File: config.mk
export PLATFORM = sky130hd
export DESIGN_NAME = fft_sdf_r2_stage
export DESIGN_NICKNAME = d
export VERILOG_FILES = /design/src/rtl/fft_sdf_r2_stage.sv
export SDC_FILE = /design/constraint.sdc
export NUM_CORES = 1
export LEC_CHECK = 0
export BUFFER_PORTS_ARGS = -buffer_cell sky130_fd_sc_hd__buf_2
export CORE_ASPECT_RATIO = 1.75
export CORE_MARGIN = 5
export CORE_UTILIZATION = 50
export CTS_CLUSTER_DIAMETER = 120
export DETAILED_ROUTE_END_ITERATION = 10
export PLACE_DENSITY = 0.74
export SLEW_MARGIN = 20
export SYNTH_ARGS = -nofsm -noshare
export SYNTH_HDL_FRONTEND = slang
export SYNTH_SLANG_ARGS = --single-unit
File: constraint.sdc
create_clock -name clk -period 2.12 [get_ports clk]
set_input_delay 0 -clock clk [delete_from_list [all_inputs] [get_ports clk]]
set_output_delay 0 -clock clk [all_outputs]
set_load 0.01 [all_outputs]
File: src/rtl/fft_sdf_r2_stage.sv
// fft_sdf_r2_stage: radix-2 single-delay-feedback FFT stage with external twiddle ROM.
// Define FFT_STAGE_SAT_EN to clamp outputs to OUT_W; otherwise outputs wrap.
module fft_sdf_r2_stage #(
    parameter int N         = 16,
    parameter int IN_W      = 8,
    parameter int OUT_W     = 8,
    parameter int TW_W      = 10,
    parameter int TW_STRIDE = 1,
    parameter int SHIFT     = 0
) (
    input  logic                              clk,
    input  logic                              rst,
    input  logic                              in_valid,
    input  logic signed [IN_W-1:0]            in_r,
    input  logic signed [IN_W-1:0]            in_i,
    output logic [$clog2(N*TW_STRIDE)-1:0]    tw_idx,
    input  logic signed [TW_W-1:0]            tw_r,
    input  logic signed [TW_W-1:0]            tw_i,
    output logic                              out_valid,
    output logic signed [OUT_W-1:0]           out_r,
    output logic signed [OUT_W-1:0]           out_i,
    output logic                              out_last
);
    localparam int H   = N / 2;
    localparam int CW  = $clog2(H);
    localparam int TIW = $clog2(N * TW_STRIDE);
    localparam int BW  = IN_W + 2;
    localparam int PW  = IN_W + TW_W;
    localparam int EW  = (OUT_W > BW ? OUT_W : BW) + 1;
`ifdef FFT_STAGE_SAT_EN
    localparam logic signed [EW-1:0] O_MAX = EW'((1 << (OUT_W - 1)) - 1);
    localparam logic signed [EW-1:0] O_MIN = ~O_MAX;
`endif

    typedef enum logic {FILL, PAIR} state_t;

    state_t                state_q, state_d;
    logic [CW-1:0]         cnt_q, cnt_d, dcnt_q, dcnt_d, k1_q, k1_d, rd_addr;
    logic                  drain_q, drain_d, v1_q, v1_d, pair1_q, pair1_d, last1_q, last1_d;
    logic                  out_valid_q, out_last_q, accept_pair, fill_wr;
    logic signed [BW-1:0]  bank_r_q [H];
    logic signed [BW-1:0]  bank_i_q [H];
    logic signed [BW-1:0]  a1_r_q, a1_i_q, a1_r_d, a1_i_d, sum_r, sum_i, dif_r, dif_i;
    logic signed [IN_W:0]  p1_r_q, p1_i_q, p1_r_d, p1_i_d;
    logic signed [PW-1:0]  pr_full, pi_full;
    logic signed [OUT_W-1:0] out_r_q, out_i_q, out_r_d, out_i_d;

    function automatic logic signed [OUT_W-1:0] fit(input logic signed [BW-1:0] v);
        logic signed [EW-1:0] e;
        e = EW'(v >>> SHIFT);
`ifdef FFT_STAGE_SAT_EN
        return e > O_MAX ? OUT_W'(O_MAX) : e < O_MIN ? OUT_W'(O_MIN) : OUT_W'(e);
`else
        return OUT_W'(e);
`endif
    endfunction

    assign accept_pair = in_valid && state_q == PAIR;
    assign fill_wr     = in_valid && state_q == FILL;
    assign tw_idx      = state_q == PAIR ? TIW'(cnt_q * TW_STRIDE) : '0;
    assign out_valid   = out_valid_q;
    assign out_last    = out_last_q;
    assign out_r       = out_r_q;
    assign out_i       = out_i_q;

    always_comb begin
        state_d = state_q;
        cnt_d   = cnt_q;
        drain_d = drain_q;
        dcnt_d  = dcnt_q;
        if (in_valid) begin
            cnt_d = cnt_q + CW'(1);
            if (cnt_q == CW'(H - 1)) state_d = state_q == FILL ? PAIR : FILL;
        end
        if (drain_q) begin
            dcnt_d  = dcnt_q + CW'(1);
            drain_d = dcnt_q != CW'(H - 1);
        end
        // Drain can never overlap the previous one: a full FILL half-block separates them.
        if (accept_pair && cnt_q == CW'(H - 1)) begin
            drain_d = 1'b1;
            dcnt_d  = '0;
        end
        rd_addr = drain_q ? dcnt_q : cnt_q;
        pr_full = PW'(in_r) * PW'(tw_r) - PW'(in_i) * PW'(tw_i);
        pi_full = PW'(in_r) * PW'(tw_i) + PW'(in_i) * PW'(tw_r);
        v1_d    = accept_pair || drain_q;
        pair1_d = accept_pair;
        last1_d = drain_q && dcnt_q == CW'(H - 1);
        k1_d    = cnt_q;
        a1_r_d  = bank_r_q[rd_addr];
        a1_i_d  = bank_i_q[rd_addr];
        p1_r_d  = accept_pair ? (IN_W + 1)'(pr_full >>> (TW_W - 2)) : '0;
        p1_i_d  = accept_pair ? (IN_W + 1)'(pi_full >>> (TW_W - 2)) : '0;
        sum_r   = a1_r_q + BW'(p1_r_q);
        sum_i   = a1_i_q + BW'(p1_i_q);
        dif_r   = a1_r_q - BW'(p1_r_q);
        dif_i   = a1_i_q - BW'(p1_i_q);
        out_r_d = fit(sum_r);
        out_i_d = fit(sum_i);
    end

    always_ff @(posedge clk or posedge rst) begin
        if (rst) begin
            state_q     <= FILL;
            cnt_q       <= '0;
            drain_q     <= 1'b0;
            dcnt_q      <= '0;
            v1_q        <= 1'b0;
            pair1_q     <= 1'b0;
            last1_q     <= 1'b0;
            k1_q        <= '0;
            a1_r_q      <= '0;
            a1_i_q      <= '0;
            p1_r_q      <= '0;
            p1_i_q      <= '0;
            out_valid_q <= 1'b0;
            out_last_q  <= 1'b0;
            out_r_q     <= '0;
            out_i_q     <= '0;
        end else begin
            state_q     <= state_d;
            cnt_q       <= cnt_d;
            drain_q     <= drain_d;
            dcnt_q      <= dcnt_d;
            v1_q        <= v1_d;
            pair1_q     <= pair1_d;
            last1_q     <= last1_d;
            k1_q        <= k1_d;
            a1_r_q      <= a1_r_d;
            a1_i_q      <= a1_i_d;
            p1_r_q      <= p1_r_d;
            p1_i_q      <= p1_i_d;
            out_valid_q <= v1_q;
            out_last_q  <= last1_q;
            out_r_q     <= out_r_d;
            out_i_q     <= out_i_d;
        end
    end

    // Difference write-back and FILL writes never target the same entry in one cycle.
    always_ff @(posedge clk) begin
        if (pair1_q) begin
            bank_r_q[k1_q] <= dif_r;
            bank_i_q[k1_q] <= dif_i;
        end
        if (fill_wr) begin
            bank_r_q[cnt_q] <= BW'(in_r);
            bank_i_q[cnt_q] <= BW'(in_i);
        end
    end
endmodule

-- After elaboration in Yosys (flattened, before gate mapping)
Memory sizes are Yosys's and may differ from the RTL's. A register that Yosys moved wholly into a read port is not among the register bits.
Cells that the tools add are included.
- register bits after elaboration: 50
- RAM bits: 160
- bits of input ports: 39
- output and inout port bits: 22
- word-level logic and storage cells: 52
- memories kept: 2
- add/sub/neg operators: 8
- $mul: 4
- eq/ne operators: 3
- multiplexer cells: 13
- bitwise gates (word level): 1
- reduce and logical (&&, ||, !) cells: 7
- memory list (memory ; depth ; bits a word ; read ports ; clocked after memory_dff ; write ports ; line ; text):
    bank_i_q ; 8 ; 10 ; 1 ; 1 ; 2 ; 42 ; logic signed [BW-1:0] bank_i_q [H];
    bank_r_q ; 8 ; 10 ; 1 ; 1 ; 2 ; 41 ; logic signed [BW-1:0] bank_r_q [H];
- operator list (operator ; number):
    $mul A8 B10 Y17 ; 4
    $sub A10 B9 Y10 ; 2
    $mux W9 ; 2
    $add A17 B17 Y17 ; 1
    $sub A17 B17 Y17 ; 1
    $add A8 B8 Y8 ; 2
    $mux W3 ; 4
    $mux W1 ; 7
    $add A3 B1 Y3 const B ; 2
    $eq A3 B3 Y1 const B ; 2
    $logic_and A1 B1 Y1 ; 4
    $ne A3 B3 Y1 const B ; 1
    $reduce_and A2 Y1 ; 1
    $reduce_bool A2 Y1 ; 1
    $logic_or A1 B1 Y1 ; 1
    $not A1 Y1 ; 1

-- Logic depth before layout (Yosys ltp)
- word-level depth: 4
- gate-level depth with buffers: 23
- depth with buffers taken out: 21

-- Least setup slack after synthesis
No wires, ideal clock.
- path kind: input port to flip-flop
- start point: input in_r[1]
- end point: register p1_i_q[6]
- setup time: 0.132 ns
- arrival: 5.111 ns
- data required time: 1.988 ns
- path slack: -3.123 ns
- stages on the path: 23
- path buffers: 3
- cell sequence: clkbuf_1 -> clkbuf_1 -> nand2_1 -> inv_1 -> fa_1 -> inv_1 -> fa_1 -> fa_1 -> inv_1 -> fa_1 -> fa_1 -> inv_1 -> fa_1 -> inv_1 -> ha_1 -> clkbuf_1 -> a21o_1 -> a21o_1 -> a21o_1 -> a21oi_1 -> o21ai_0 -> xnor2_1 -> nor2_1
- longest elaborated chain between the ends: 3
- RTL lines (item ; line ; text):
    start: declaration ; 14 ; input logic signed [IN_W-1:0] in_r,
    $mul A8 B10 Y17 ; 86 ; pi_full = PW'(in_r) * PW'(tw_i) + PW'(in_i) * PW'(tw_r);
    $add A17 B17 Y17 ; 86 ;
    $mux W9 ; 94 ; p1_i_d = accept_pair ? (IN_W + 1)'(pi_full >>> (TW_W - 2)) : '0;
    named net p1_i_d[6] ; 44 ; logic signed [IN_W:0] p1_r_q, p1_i_q, p1_r_d, p1_i_d;
    end signal: assignment ; 133 ; p1_i_q <= p1_i_d;
    end: declaration ; 44 ;
The timed path passes the listed nets, and every way through them passes these cells.
A chain may end at the register's enable or synchronous reset.

-- Worst setup path in the final report
- start point: input in_i[0]
- end point: register p1_r_q[6]
- longest elaborated chain between the ends: 3
- RTL lines (item ; line ; text):
    start: declaration ; 15 ; input logic signed [IN_W-1:0] in_i,
    $mul A8 B10 Y17 ; 85 ; pr_full = PW'(in_r) * PW'(tw_r) - PW'(in_i) * PW'(tw_i);
    $sub A17 B17 Y17 ; 85 ;
    $mux W9 ; 93 ; p1_r_d = accept_pair ? (IN_W + 1)'(pr_full >>> (TW_W - 2)) : '0;
    named net p1_r_d[6] ; 44 ;
    end signal: assignment ; 132 ; p1_r_q <= p1_r_d;
    end: declaration ; 44 ;
The timed path passes the listed nets, and every way through them passes these cells.

==> metrics.yaml <==
drt_iter0_markers: 1010
die_height_um: 278.9
dp_hpwl_um: 42450
synth_fp_nets: 2519
clkTransAtPathRegs_ns: 0.08
ys_seq_area_share_pct: 26.35
die_w_um: 163.7
grtUsageTotal_pct: 24.88
wl_per_cell_um: 19.68
path_class: "input pin to flip-flop"
start_kind: "input pin"
routabilityCongestion: 0.8774
portBuffers: 59
worstPathRequired_ns: 2.46
synth_flop_cell: "edfxtp_1"
core_area_um2: 40830
io_pins: 61
hold_violations: 0
period_needed_ns: 4.503
finalWirelength_um: 56290
netlist_area_um2: 20660
grt_overflow_total: 0
max_slew_margin_pct: 55.92
grt_pass1_wl_um: 87930
synth_top_area_share_pct: 27.42
synth_top_area_cell: "fa_1"
rsz0062_at_grt: "yes"
synth.distinct_cells: 56
violations: "negative setup slack"
status: "finished, violations left"
numCtsBuffers: 17
ys_ff_latch: 192
avgSynthCellArea_um2: 10.02
cp.arrival_ns: 4.84
cp-end-kind: "flip-flop"
place_ws_ns: -3.036
yosys-top-cells-area: "fa_1 27%, edfxtp_1 19%, ha_1 8.2%, dfrtp_1 7.8%, inv_1 6.8%"
synth_edf_count: 128
antenna_found_initial: 1
h-tree-depth: 4
clock_sinks: 192
drt.antenna.violating_nets: 0
viasPerCell: 5.459
yosys_warnings: 0
drive_above_1_share_pct: 27.67
maxCapViolations: 0
grt_pass1_vias: 16960
clock_latency_ns: 0.45
cts-root-buf: "clkbuf_16"
route.vias.total: 15610
initial_utilization_pct: 50.60
fin_crit_sh_pct: 212.4
cts_buffer_depth: 2
grt_max_degree: 28
rows: 98
worstPathMaxFanout: 6
dr.pass1.iters: 5
fmax_mhz: 222.1
ys_async_sr_fraction_pct: 33.33
setup_slack_ns: -2.383
setup_viol: 57
synthCells: 2061
hold_path.class: "input pin to flip-flop"
maxSlewViolCount: 0
nNetsFinal: 2755
drc: 0
tightest_slew_ns: 0.6612
finClkSkew_ns: 0.01239
area_delta_synth_final_pct: 24.08
dieArea_um2: 45650
cts_tree: "built"
## layout make-up
type	instances	area (µm²)
fill	3074	15190
multi-input combinational	1378	14420
sequential	192	5448
timing repair buffer	331	3072
inverter	377	1434
tap	550	688.2
clock buffer	18	450.4
clock inverter	13	122.6
antenna	1	2.502
## sequential cells by signal (all words and copies together) (netlist names)
name and cells:
a1_i_q 8, a1_r_q 8, bank_i_q 64, bank_r_q 64, cnt_q 3, dcnt_q 3
drain_q 1, k1_q 3, last1_q 1, out_i 8, out_last 1, out_r 8
out_valid 1, p1_i_q 8, p1_r_q 8, pair1_q 1, state_q 1, v1_q 1
## cell usage in the layout (no fill, tap or decap), types with 36 or more instances in the layout
cell type	Yosys	final
a21oi_1	90	76
and2_1	162	134
buf_12	0	36
buf_4	4	227
dfrtp_1	64	62
edfxtp_1	128	128
fa_1	283	261
ha_1	136	118
inv_1	376	344
nand2_1	240	234
nor2_1	106	96
xnor2_1	53	47
## logic make-up after synthesis
family          share of synthesized area, %
compound gates                         5.971
simple gates                           13.80
flops                                  26.36
mux                                    5.602
fa+ha+maj                              35.66
other cells                          0.01815
xor+xnor                               3.373
buf+inv                                9.223
## synthesized netlist by cell type, types with 14 or more instances
| cell | count |
|---|---|
| mux4_2 | 31 |
| edfxtp_1 | 128 |
| nand2b_1 | 18 |
| or4_1 | 16 |
| nand3_1 | 21 |
| a21oi_1 | 90 |
| inv_1 | 376 |
| o31ai_1 | 20 |
| buf_2 | 14 |
| and2_1 | 162 |
| nand2_1 | 240 |
| ha_1 | 136 |
| nor2_1 | 106 |
| o21ai_0 | 61 |
| dfrtp_1 | 64 |
| clkbuf_1 | 91 |
| xor2_1 | 24 |
| fa_1 | 283 |
| xnor2_1 | 53 |
| mux2_2 | 34 |
## layer usage
layer	share of wire, %	vias to the layer above	GRT usage, %
met2	57	614	47.29
met5	0	-	0
met1	31	7841	25.71
met3	4.4	237	2.407
li1	-	6920	-
met4	7.4	0	15.30
## critical path, cell delays in order
cell	delay, ns
buf_12	0.11
buf_12	0.12
and2_4	0.13
fa_1	0.53
inv_1	0.05
fa_1	0.47
fa_1	0.56
fa_1	0.45
fa_1	0.50
inv_1	0.05
fa_1	0.49
inv_2	0.05
ha_4	0.22
a21oi_2	0.15
a2bb2oi_2	0.20
nand2_1	0.07
o31a_1	0.33
a21oi_2	0.14
xor2_1	0.15
nor2_1	0.05
## worst paths after layout
kind / from / endpoint / slack [ns] / cells after the start
setup / recovery: in_i[0] / p1_r_q[6] / -2.38 / 20
hold / removal: in_r[2] / bank_r_q[7][2] / 0.04 / 4
setup reg to reg: p1_i_q[1] / bank_i_q[6][6] / -0.17 / 8
hold reg to reg: last1_q / out_last / 0.35 / 0
max in group asynchronous: rst / p1_i_q[1] / 1.20 / 4
min in group asynchronous: rst / out_r[1] / 0.18 / 3
## through the flow
step	cells	util, %	area, µm²	TNS [ns]	hold slack (ns)
after floorplan	2061	-	21280	-41.17	0.2679
after global placement	2791	58.01	23690	-49.23	0.1359
after detailed placement	2791	58.01	23690	-52.45	0.1406
after CTS	2839	60.95	24890	-38.41	0.02928
after global routing	2860	62.79	25640	-46.28	0.06076
final	2860	62.79	25640	-40.01	0.03801
## what timing repair did
action	4_1_cts	5_1_grt
hold buffers	3	0
endpoints found under the setup margin	82	96
setup buffers	12	20
gates cloned	4	1
resized for setup	123	162
hold endpoints to repair	31	0
pin swaps	87	72
Power is not shown: default switching activity piles up to over one toggle a cycle in this logic, so the estimate is an artifact.
